### src/rtl/cache_control.sv
// Cache controller FSM: hit/miss resolution, dirty writeback, line allocate and re-read.
// Define CACHE_PERF_CNT_EN to build the saturating hit/miss performance counters.
module cache_control #(
   parameter int unsigned S_OFFSET = 5,
   parameter int unsigned S_MASK   = 2**S_OFFSET
) (
   input  logic              clk,
   input  logic              rst_n,
   input  logic              mem_read,
   input  logic              mem_write,
   input  logic [S_MASK-1:0] mem_byte_enable_line,
   input  logic              hit,
   input  logic              dirty,
   input  logic              pmem_resp,
   output logic              mem_resp,
   output logic              array_read,
   output logic [S_MASK-1:0] array_write_en,
   output logic              datain_sel,
   output logic              tag_load,
   output logic              valid_load,
   output logic              dirty_load,
   output logic              dirty_in,
   output logic              pmem_addr_sel,
   output logic              pmem_read,
   output logic              pmem_write,
   output logic [31:0]       hit_count,
   output logic [31:0]       miss_count
);

   typedef enum logic [2:0] {
      StIdle,
      StCompare,
      StWriteback,
      StAllocate,
      StReread
   } state_e;

   state_e state_q, state_d;

   always_ff @(posedge clk or negedge rst_n) begin
      if (!rst_n) begin
         state_q <= StIdle;
      end else begin
         state_q <= state_d;
      end
   end

   always_comb begin
      state_d        = state_q;
      mem_resp       = 1'b0;
      array_read     = 1'b0;
      array_write_en = '0;
      datain_sel     = 1'b0;
      tag_load       = 1'b0;
      valid_load     = 1'b0;
      dirty_load     = 1'b0;
      dirty_in       = 1'b0;
      pmem_addr_sel  = 1'b0;
      pmem_read      = 1'b0;
      pmem_write     = 1'b0;
      // Outputs are forced low while reset is held, even if a CPU request is still asserted.
      if (rst_n) begin
         unique case (state_q)
            StIdle: begin
               if (mem_read || mem_write) begin
                  array_read = 1'b1;
                  state_d    = StCompare;
               end
            end
            StCompare: begin
               if (hit) begin
                  mem_resp = 1'b1;
                  // A simultaneous read and write is served as a write.
                  if (mem_write) begin
                     array_write_en = mem_byte_enable_line;
                     datain_sel     = 1'b0;
                     dirty_load     = 1'b1;
                     dirty_in       = 1'b1;
                  end
                  state_d = StIdle;
               end else begin
                  state_d = dirty ? StWriteback : StAllocate;
               end
            end
            StWriteback: begin
               pmem_write    = 1'b1;
               pmem_addr_sel = 1'b1;
               if (pmem_resp) begin
                  state_d = StAllocate;
               end
            end
            StAllocate: begin
               pmem_read     = 1'b1;
               pmem_addr_sel = 1'b0;
               if (pmem_resp) begin
                  array_write_en = '1;
                  datain_sel     = 1'b1;
                  tag_load       = 1'b1;
                  valid_load     = 1'b1;
                  dirty_load     = 1'b1;
                  dirty_in       = 1'b0;
                  state_d        = StReread;
               end
            end
            StReread: begin
               array_read = 1'b1;
               state_d    = StCompare;
            end
            default: state_d = StIdle;
         endcase
      end
   end

`ifdef CACHE_PERF_CNT_EN
   logic        first_q;
   logic [31:0] hit_cnt_q;
   logic [31:0] miss_cnt_q;

   // first_q marks a COMPARE reached from IDLE; COMPAREs after a re-read are not counted.
   always_ff @(posedge clk or negedge rst_n) begin
      if (!rst_n) begin
         first_q    <= 1'b0;
         hit_cnt_q  <= '0;
         miss_cnt_q <= '0;
      end else begin
         if (state_q == StIdle) begin
            first_q <= 1'b1;
         end else if (state_q == StReread) begin
            first_q <= 1'b0;
         end
         if (state_q == StCompare && first_q) begin
            if (hit) begin
               if (hit_cnt_q != 32'hFFFF_FFFF) begin
                  hit_cnt_q <= hit_cnt_q + 32'd1;
               end
            end else if (miss_cnt_q != 32'hFFFF_FFFF) begin
               miss_cnt_q <= miss_cnt_q + 32'd1;
            end
         end
      end
   end

   assign hit_count  = hit_cnt_q;
   assign miss_count = miss_cnt_q;
`else
   assign hit_count  = '0;
   assign miss_count = '0;
`endif

endmodule

### config.mk
export PLATFORM = sky130hd
export DESIGN_NAME = cache_control
export DESIGN_NICKNAME = d
export VERILOG_FILES = /design/src/rtl/cache_control.sv
export SDC_FILE = /design/constraint.sdc
export NUM_CORES = 1
export LEC_CHECK = 0
export CAP_MARGIN = 20
export CELL_PAD_IN_SITES_DETAIL_PLACEMENT = 1
export CELL_PAD_IN_SITES_GLOBAL_PLACEMENT = 1
export CORE_MARGIN = 4
export CORE_UTILIZATION = 17
export DETAILED_ROUTE_END_ITERATION = 12
export PLACE_DENSITY_LB_ADDON = 0.3
export SLEW_MARGIN = 5
export SYNTH_ARGS = -nofsm -noshare
export SYNTH_HDL_FRONTEND = slang
export SYNTH_SLANG_ARGS = --single-unit
### constraint.sdc
create_clock -name clk -period 2.2 [get_ports clk]
set_input_delay 0.44 -clock clk [delete_from_list [all_inputs] [get_ports clk]]
set_output_delay 0.44 -clock clk [all_outputs]
set_load 0.05 [all_outputs]
==> results by group, run 1 <==
Clocking
  • Hold-fix buffers at CTS: 0
  • Worst skew pair latency: roughly 0.22 ns
  • Max clock buf depth: 2
  • Root Buffer: clkbuf_8
  • Sink Count: 3
  • Clk slew on worst S/H paths: about 0.030 ns
  • H-tree depth: 1
  • TritonCTS buffer count: 3
  • Clock tree from TritonCTS: built

Worst setup path
  • CP max stage cell: dfrtp_2
  • Critical R2R Capture: state_q[0]
  • R2r startpoint: state_q[1]
  • Worst Setup End Kind: output port
  • CP max FO: 16
  • Crit-path cells: nand3b_4 > a21oi_4 > bufbuf_16 > o21a_1 > buf_12
  • Delay-heaviest family, CP: buffers and inverters
  • Worst EP required: approximately 1.8 ns
  • CP Launch Point: state_q[2]
  • Crit path to: array_write_en[14]
  • CP Buf/Inv Count: 2
  • Crit-path max cell delay: between 0.4 and 0.5 ns
  • WS Path Type: reg -> out
  • CP Data Arrival Time: about 1.7 ns
  • Critical Path Source Type: flip-flop
  • Crit path depth: 5
  • R2R Setup Slk: 0.88 ns
  • Worst reg-to-reg path cell count: 4

Cells and area
  • Biggest regs: state_q x3
  • Largest reg by FF count: state_q
  • Final cell count without fillers: 313
  • Fill count: 712
  • FF/Latch Area: around 78 um^2
  • Area occupied by multi-input gates: around 700 um^2
  • Share of layout cells above drive strength 1: 34.3%
  • Area Growth Syn to Fin: 121%
  • Nets: 276
  • Final Util: between 30% and 40%
  • Max FFs per register: 3
  • Antenna Cells: 0

Detailed routing
  • DRC: 0
  • Vias: about 1.1k
  • WL final: approximately 4200 um
  • Wirelength per Cell: roughly 14 um
  • Pre-Repair DR Iteration Count: 2
  • DR iter-0 viols: 11
  • Vias per std cell: 3.64
  • Final ANT Viol Nets: 0

Synth
  • Gate Count Post-Synth: about 140
  • Post-synthesis sequential area ratio: under 10%
  • Post-synthesis cell area: around 0.0011 mm^2
  • Ys Warns: 0
  • Synth Area per Inst: 8.11 um^2
  • Unique masters post-synth: 22
  • Flops & latches, synth: 3

STA
  • Tmin final: around 2.1 ns
  • Fmax: between 400 and 500 MHz
  • Final Cycle Share: 97.2%
  • Worst clock skew: a little over 0.005 ns
  • Slew Viols, Final: 0
  • Final TNS setup: 0 ns
  • Final setup viols: 0
  • Final hold viol count: 0

Floorplan
  • Total die area: 0.00789 mm^2
  • DIE WIDTH: 88.8 um
  • Die Span Y: 88.8 um
  • Cell row count: 29
  • Ports: between 100 and 150
  • Total core area: around 0.0063 mm^2
  • Initial Util: 17.5%

Power
  • Pwr Total: about 2.0 mW
  • Clk pwr share: between 8 and 9%
  • Flop pwr share: under 10%
  • Comb power frac: a little under nine tenths
  • Sw frac: between 50 and 60%
  • LEAKAGE: about 1.1 nW
  • PD cells: between 800 and 900 mW/mm^2
  • Net load switching power: about 1.0 mW
  • Pint: roughly 0.96 mW
  • VDD IR max: 359 uV

Status
  • Outcome: finished clean

Global route
  • Largest net degree at the start of global routing: 17
  • Aggregate global routing overflow: 0
  • Initial antenna violation count: 0
  • Gr usage total: 9.00%
  • First-pass GRT wire length: ~5600 um
  • Vias in the first global route: between 1k and 1.5k

Placed design
  • Inst Count DP: 296
  • GPL Wtd Cong: 0.700
  • Port Buffers: 80
  • DP Wirelength: slightly above 3000 um

Worst hold path
  • Worst hold path class: in -> async

Job
  • Max Cap Violations: 0
==> layout by cell type, fill, tap and decap left out, types with 2 or more instances in the layout <==
| cell type | Yosys | layout |
|---|---|---|
| dfrtp_2 | 0 | 2 |
| nand2_1 | 3 | 3 |
| nand3b_4 | 2 | 2 |
| nor3_2 | 0 | 2 |
| nor2_1 | 3 | 3 |
| o22ai_1 | 2 | 2 |
| clkdlybuf4s50_1 | 0 | 34 |
| bufbuf_16 | 0 | 3 |
| clkbuf_8 | 0 | 3 |
| buf_12 | 0 | 44 |
| inv_1 | 2 | 2 |
| conb_1 | 1 | 64 |
| dlygate4sd2_1 | 0 | 3 |
| buf_4 | 67 | 20 |
| or2b_1 | 2 | 2 |
| o21a_1 | 32 | 32 |
==> metal layers <==
layer / part of all wire, % / GRT usage [%]
met3: 13 / 3.07
met1: 36 / 11.0
met5: 0 / 0
met4: 0 / 0.412
met2: 51 / 16.0
==> per-stage QoR <==
step	hold slack (ns)	instance area [um^2]	worst slack (ns)
after global placement	0.680	2220	-0.0938
after floorplan	0.144	1360	-0.160
final	0.369	2460	0.0612
after global routing	0.391	2460	-0.00961
after CTS	0.385	2420	-0.0227
after detailed placement	0.679	2220	-0.111
==> worst reg2reg max path, cell delays in order (launching register included) <==
cell      delay [ns]
dfrtp_2         0.44
buf_4           0.18
or3_1           0.36
o211ai_1        0.09
a32o_1          0.19
==> kinds of logic (layout without fill, tap and decap cells) <==
logic type	count (synthesis)	count (layout)	synth area share (%)
other cells	1	64	0.338
flops	3	3	6.76
buf+inv	76	112	53.0
compound gates	39	39	27.0
simple gates	18	18	12.8
==> cell usage after synthesis <==
cell type / count / area share (%)
a21oi_1: 1 / 0.45
a21oi_4: 1 / 1.5
a32o_1: 1 / 0.90
a32oi_1: 1 / 0.79
and2_1: 1 / 0.56
buf_4: 67 / 45
buf_6: 7 / 7.1
conb_1: 1 / 0.34
dfrtp_1: 3 / 6.8
inv_1: 2 / 0.68
nand2_1: 3 / 1.0
nand2_4: 1 / 1.0
nand3b_4: 2 / 3.6
nor2_1: 3 / 1.0
nor3_1: 3 / 1.4
nor3b_1: 1 / 0.68
nor3b_4: 1 / 1.7
o211ai_1: 1 / 0.68
o21a_1: 32 / 22
o22ai_1: 2 / 1.1
or2b_1: 2 / 1.4
or3_1: 1 / 0.56
==> worst min-delay path by stage <==
stage	end	slack, ns	cells after the start
global placement	state_q[0]	0.68	1
floorplan	state_q[0]	0.14	0
finish	state_q[0]	0.37	2
detailed placement	state_q[0]	0.68	1
CTS	state_q[0]	0.39	2
global route	state_q[0]	0.39	2
==> what timing repair did <==
item	CTS	global route
setup endpoints to repair	35	28
gates resized for setup	7	1
pin swaps	1	1
buffers inserted	4	5
gates cloned	4	0
==> final cells by class <==
type / count / area share [%]
Timing Repair Buffer: 106 / 62.4
Multi-Input combinational cell: 121 / 28.4
Tap cell: 77 / 3.92
Sequential cell: 3 / 3.16
Clock buffer: 4 / 1.83
Inverter: 2 / 0.305
==> power groups by stage <==
stage / Combinational (mW) / Sequential [mW] / Clock (mW)
after detailed placement: 1.49 / 0.139 / 0
after global placement: 1.48 / 0.139 / 0
final: 1.69 / 0.127 / 0.160
after floorplan: 1.02 / 0.106 / 0
after global routing: 1.76 / 0.130 / 0.173
after CTS: 1.66 / 0.128 / 0.165
Power figures use the tool's default switching activity.
==> inputs of run 2 (changes only) <==
PLACE_DENSITY = 0.91   (was not set)
PLACE_DENSITY_LB_ADDON = not set   (was 0.3)
==> results by group, run 2 (synthesized netlist as in run 1, its figures left out) <==
Worst setup path
  • R2R Setup Slk: between 0.8 and 0.9 ns
  • Worst reg-to-reg path cell count: 4
  • Worst Setup End Kind: output port
  • Critical Path Source Type: flip-flop
  • R2r startpoint: state_q[2]
  • CP Data Arrival Time: 1.66 ns
  • WS Path Type: reg -> out
  • Worst EP required: about 1.8 ns
  • CP max FO: 9
  • Critical R2R Capture: state_q[0]

Floorplan
  • Ports: between 100 and 150
  • Die Span Y: a little under 90 um
  • Total core area: 0.00635 mm^2
  • DIE WIDTH: about 89 um
  • Initial Util: between 15 and 20%
  • Total die area: between 0.007 and 0.008 mm^2
  • Cell row count: 29

Cells and area
  • Final cell count without fillers: approximately 300
  • Largest reg by FF count: state_q
  • Commonest non-fill, non-tap cell in the layout: conb_1
  • Commonest non-fill, non-tap cells in the layout: conb_1 (64), buf_12 (45), clkdlybuf4s50_1 (34), o21a_1 (32), buf_4 (13)
  • Max FFs per register: 3
  • Final Util: between 30% and 40%
  • Area Growth Syn to Fin: 115%
  • Final instance area: 0.00239 mm^2
  • Share of layout cells above drive strength 1: 32.3%
  • Biggest regs: state_q x3
  • Antenna Cells: 0
  • Nets: 269

Placed design
  • GPL Wtd Cong: just under 0.8
  • DP Wirelength: approximately 3200 um
  • Placed instance area: between 0.002 and 0.0025 mm^2
  • Inst Count DP: about 300
  • Port Buffers: 80

Global route
  • Vias in the first global route: around 1.1k
  • Largest net degree at the start of global routing: 17
  • Initial antenna violation count: 0
  • Gr usage total: 9.87%
  • Aggregate global routing overflow: 0
  • First-pass GRT wire length: 6040 um

STA
  • Slew Viols, Final: 0
  • Final TNS setup: 0 ns
  • Worst clock skew: about 0.0011 ns
  • Final setup viols: 0
  • Worst hold margin: ~0.37 ns
  • Final Cycle Share: a little over nine tenths
  • Tmin final: around 2.1 ns
  • Final hold viol count: 0
  • RSZ-0062 raised after global routing: no
  • Fmax: around 480 MHz

Detailed routing
  • Final ANT Viol Nets: 0
  • DR iter-0 viols: 23
  • Vias per std cell: about 3.6
  • WL final: 4130 um
  • Vias: between 1k and 1.5k
  • Pre-Repair DR Iteration Count: 2
  • Wirelength per Cell: roughly 14 um
  • DRC: 0

Clocking
  • H-tree depth: 1
  • Root Buffer: clkbuf_8
  • Worst skew pair latency: roughly 0.22 ns
  • Max clock buf depth: 2
  • Clk slew on worst S/H paths: around 0.030 ns
  • TritonCTS buffer count: 3
  • Clock tree from TritonCTS: built
  • Sink Count: 3
  • Hold-fix buffers at CTS: 0

Job
  • Max Cap Violations: 0

Power
  • VDD IR max: 328 uV
  • LEAKAGE: about 1.1 nW
  • PD cells: between 700 and 800 mW/mm^2

Worst hold path
  • Worst hold path class: in -> async

Status
  • Outcome: finished clean
## run 2: changes by cell type in the layout (fill, tap and decap cells not counted)
cell	previous run	this run
clkdlybuf4s15_1	1	0
dlygate4sd2_1	3	4
buf_12	44	45
bufbuf_16	3	1
buf_4	20	13
buf_16	1	2
## run 2: repair_timing
action,CTS,global route
gates resized for setup,6,2
pin swaps,3,0
endpoints found under the setup margin,36,32
setup buffers,3,2
gates cloned,3,0
## run 2: where the power goes
part / leakage (nW) / total (mW) / internal (mW) / switching (mW)
Clock: 0.0228 / 0.164 / 0.124 / 0.0403
Sequential: 0.0343 / 0.137 / 0.0810 / 0.0556
Combinational: 1.01 / 1.61 / 0.693 / 0.913
## run 2: worst max-delay path by stage
stage                     from            endpoint  cells after the start
floorplan           state_q[2]            dirty_in                      3
global placement     pmem_resp  array_write_en[30]                      6
detailed placement   pmem_resp  array_write_en[14]                      6
CTS                 state_q[2]   array_write_en[7]                      5
global route        state_q[1]  array_write_en[18]                      6
finish              state_q[1]  array_write_en[22]                      5
## run 2: layout make-up
class                           instances  area, um^2
Clock buffer                            4        45.0
Fill cell                             693        3960
Multi-Input combinational cell        121         698
Timing Repair Buffer                   99        1460
Inverter                                2        7.51
Tap cell                               77        96.3
Sequential cell                         3        77.6
## run 2: metal layers
metal | routed length [um] | track usage (%) | up-vias
met1 | 1410 | 11.3 | 504
met2 | 2050 | 17.5 | 89
met3 | 619 | 3.26 | 6
li1 | - | - | 511
met4 | 55 | 2.47 | 0
met5 | 0 | 0 | -
## run 2: worst max-delay path: stages (launching register included)
cell and delay, ns:
dfrtp_2 0.47, nand3b_4 0.19, a21oi_4 0.18, bufbuf_16 0.30, o21a_1 0.17, buf_12 0.14
## run 2: metrics by stage
stage               power [mW]  setup slack [ns]
global route              2.00            0.0159
detailed placement        1.61            -0.107
floorplan                 1.13            -0.160
global placement          1.59           -0.0809
CTS                       1.90           0.00265
finish                    1.91            0.0953
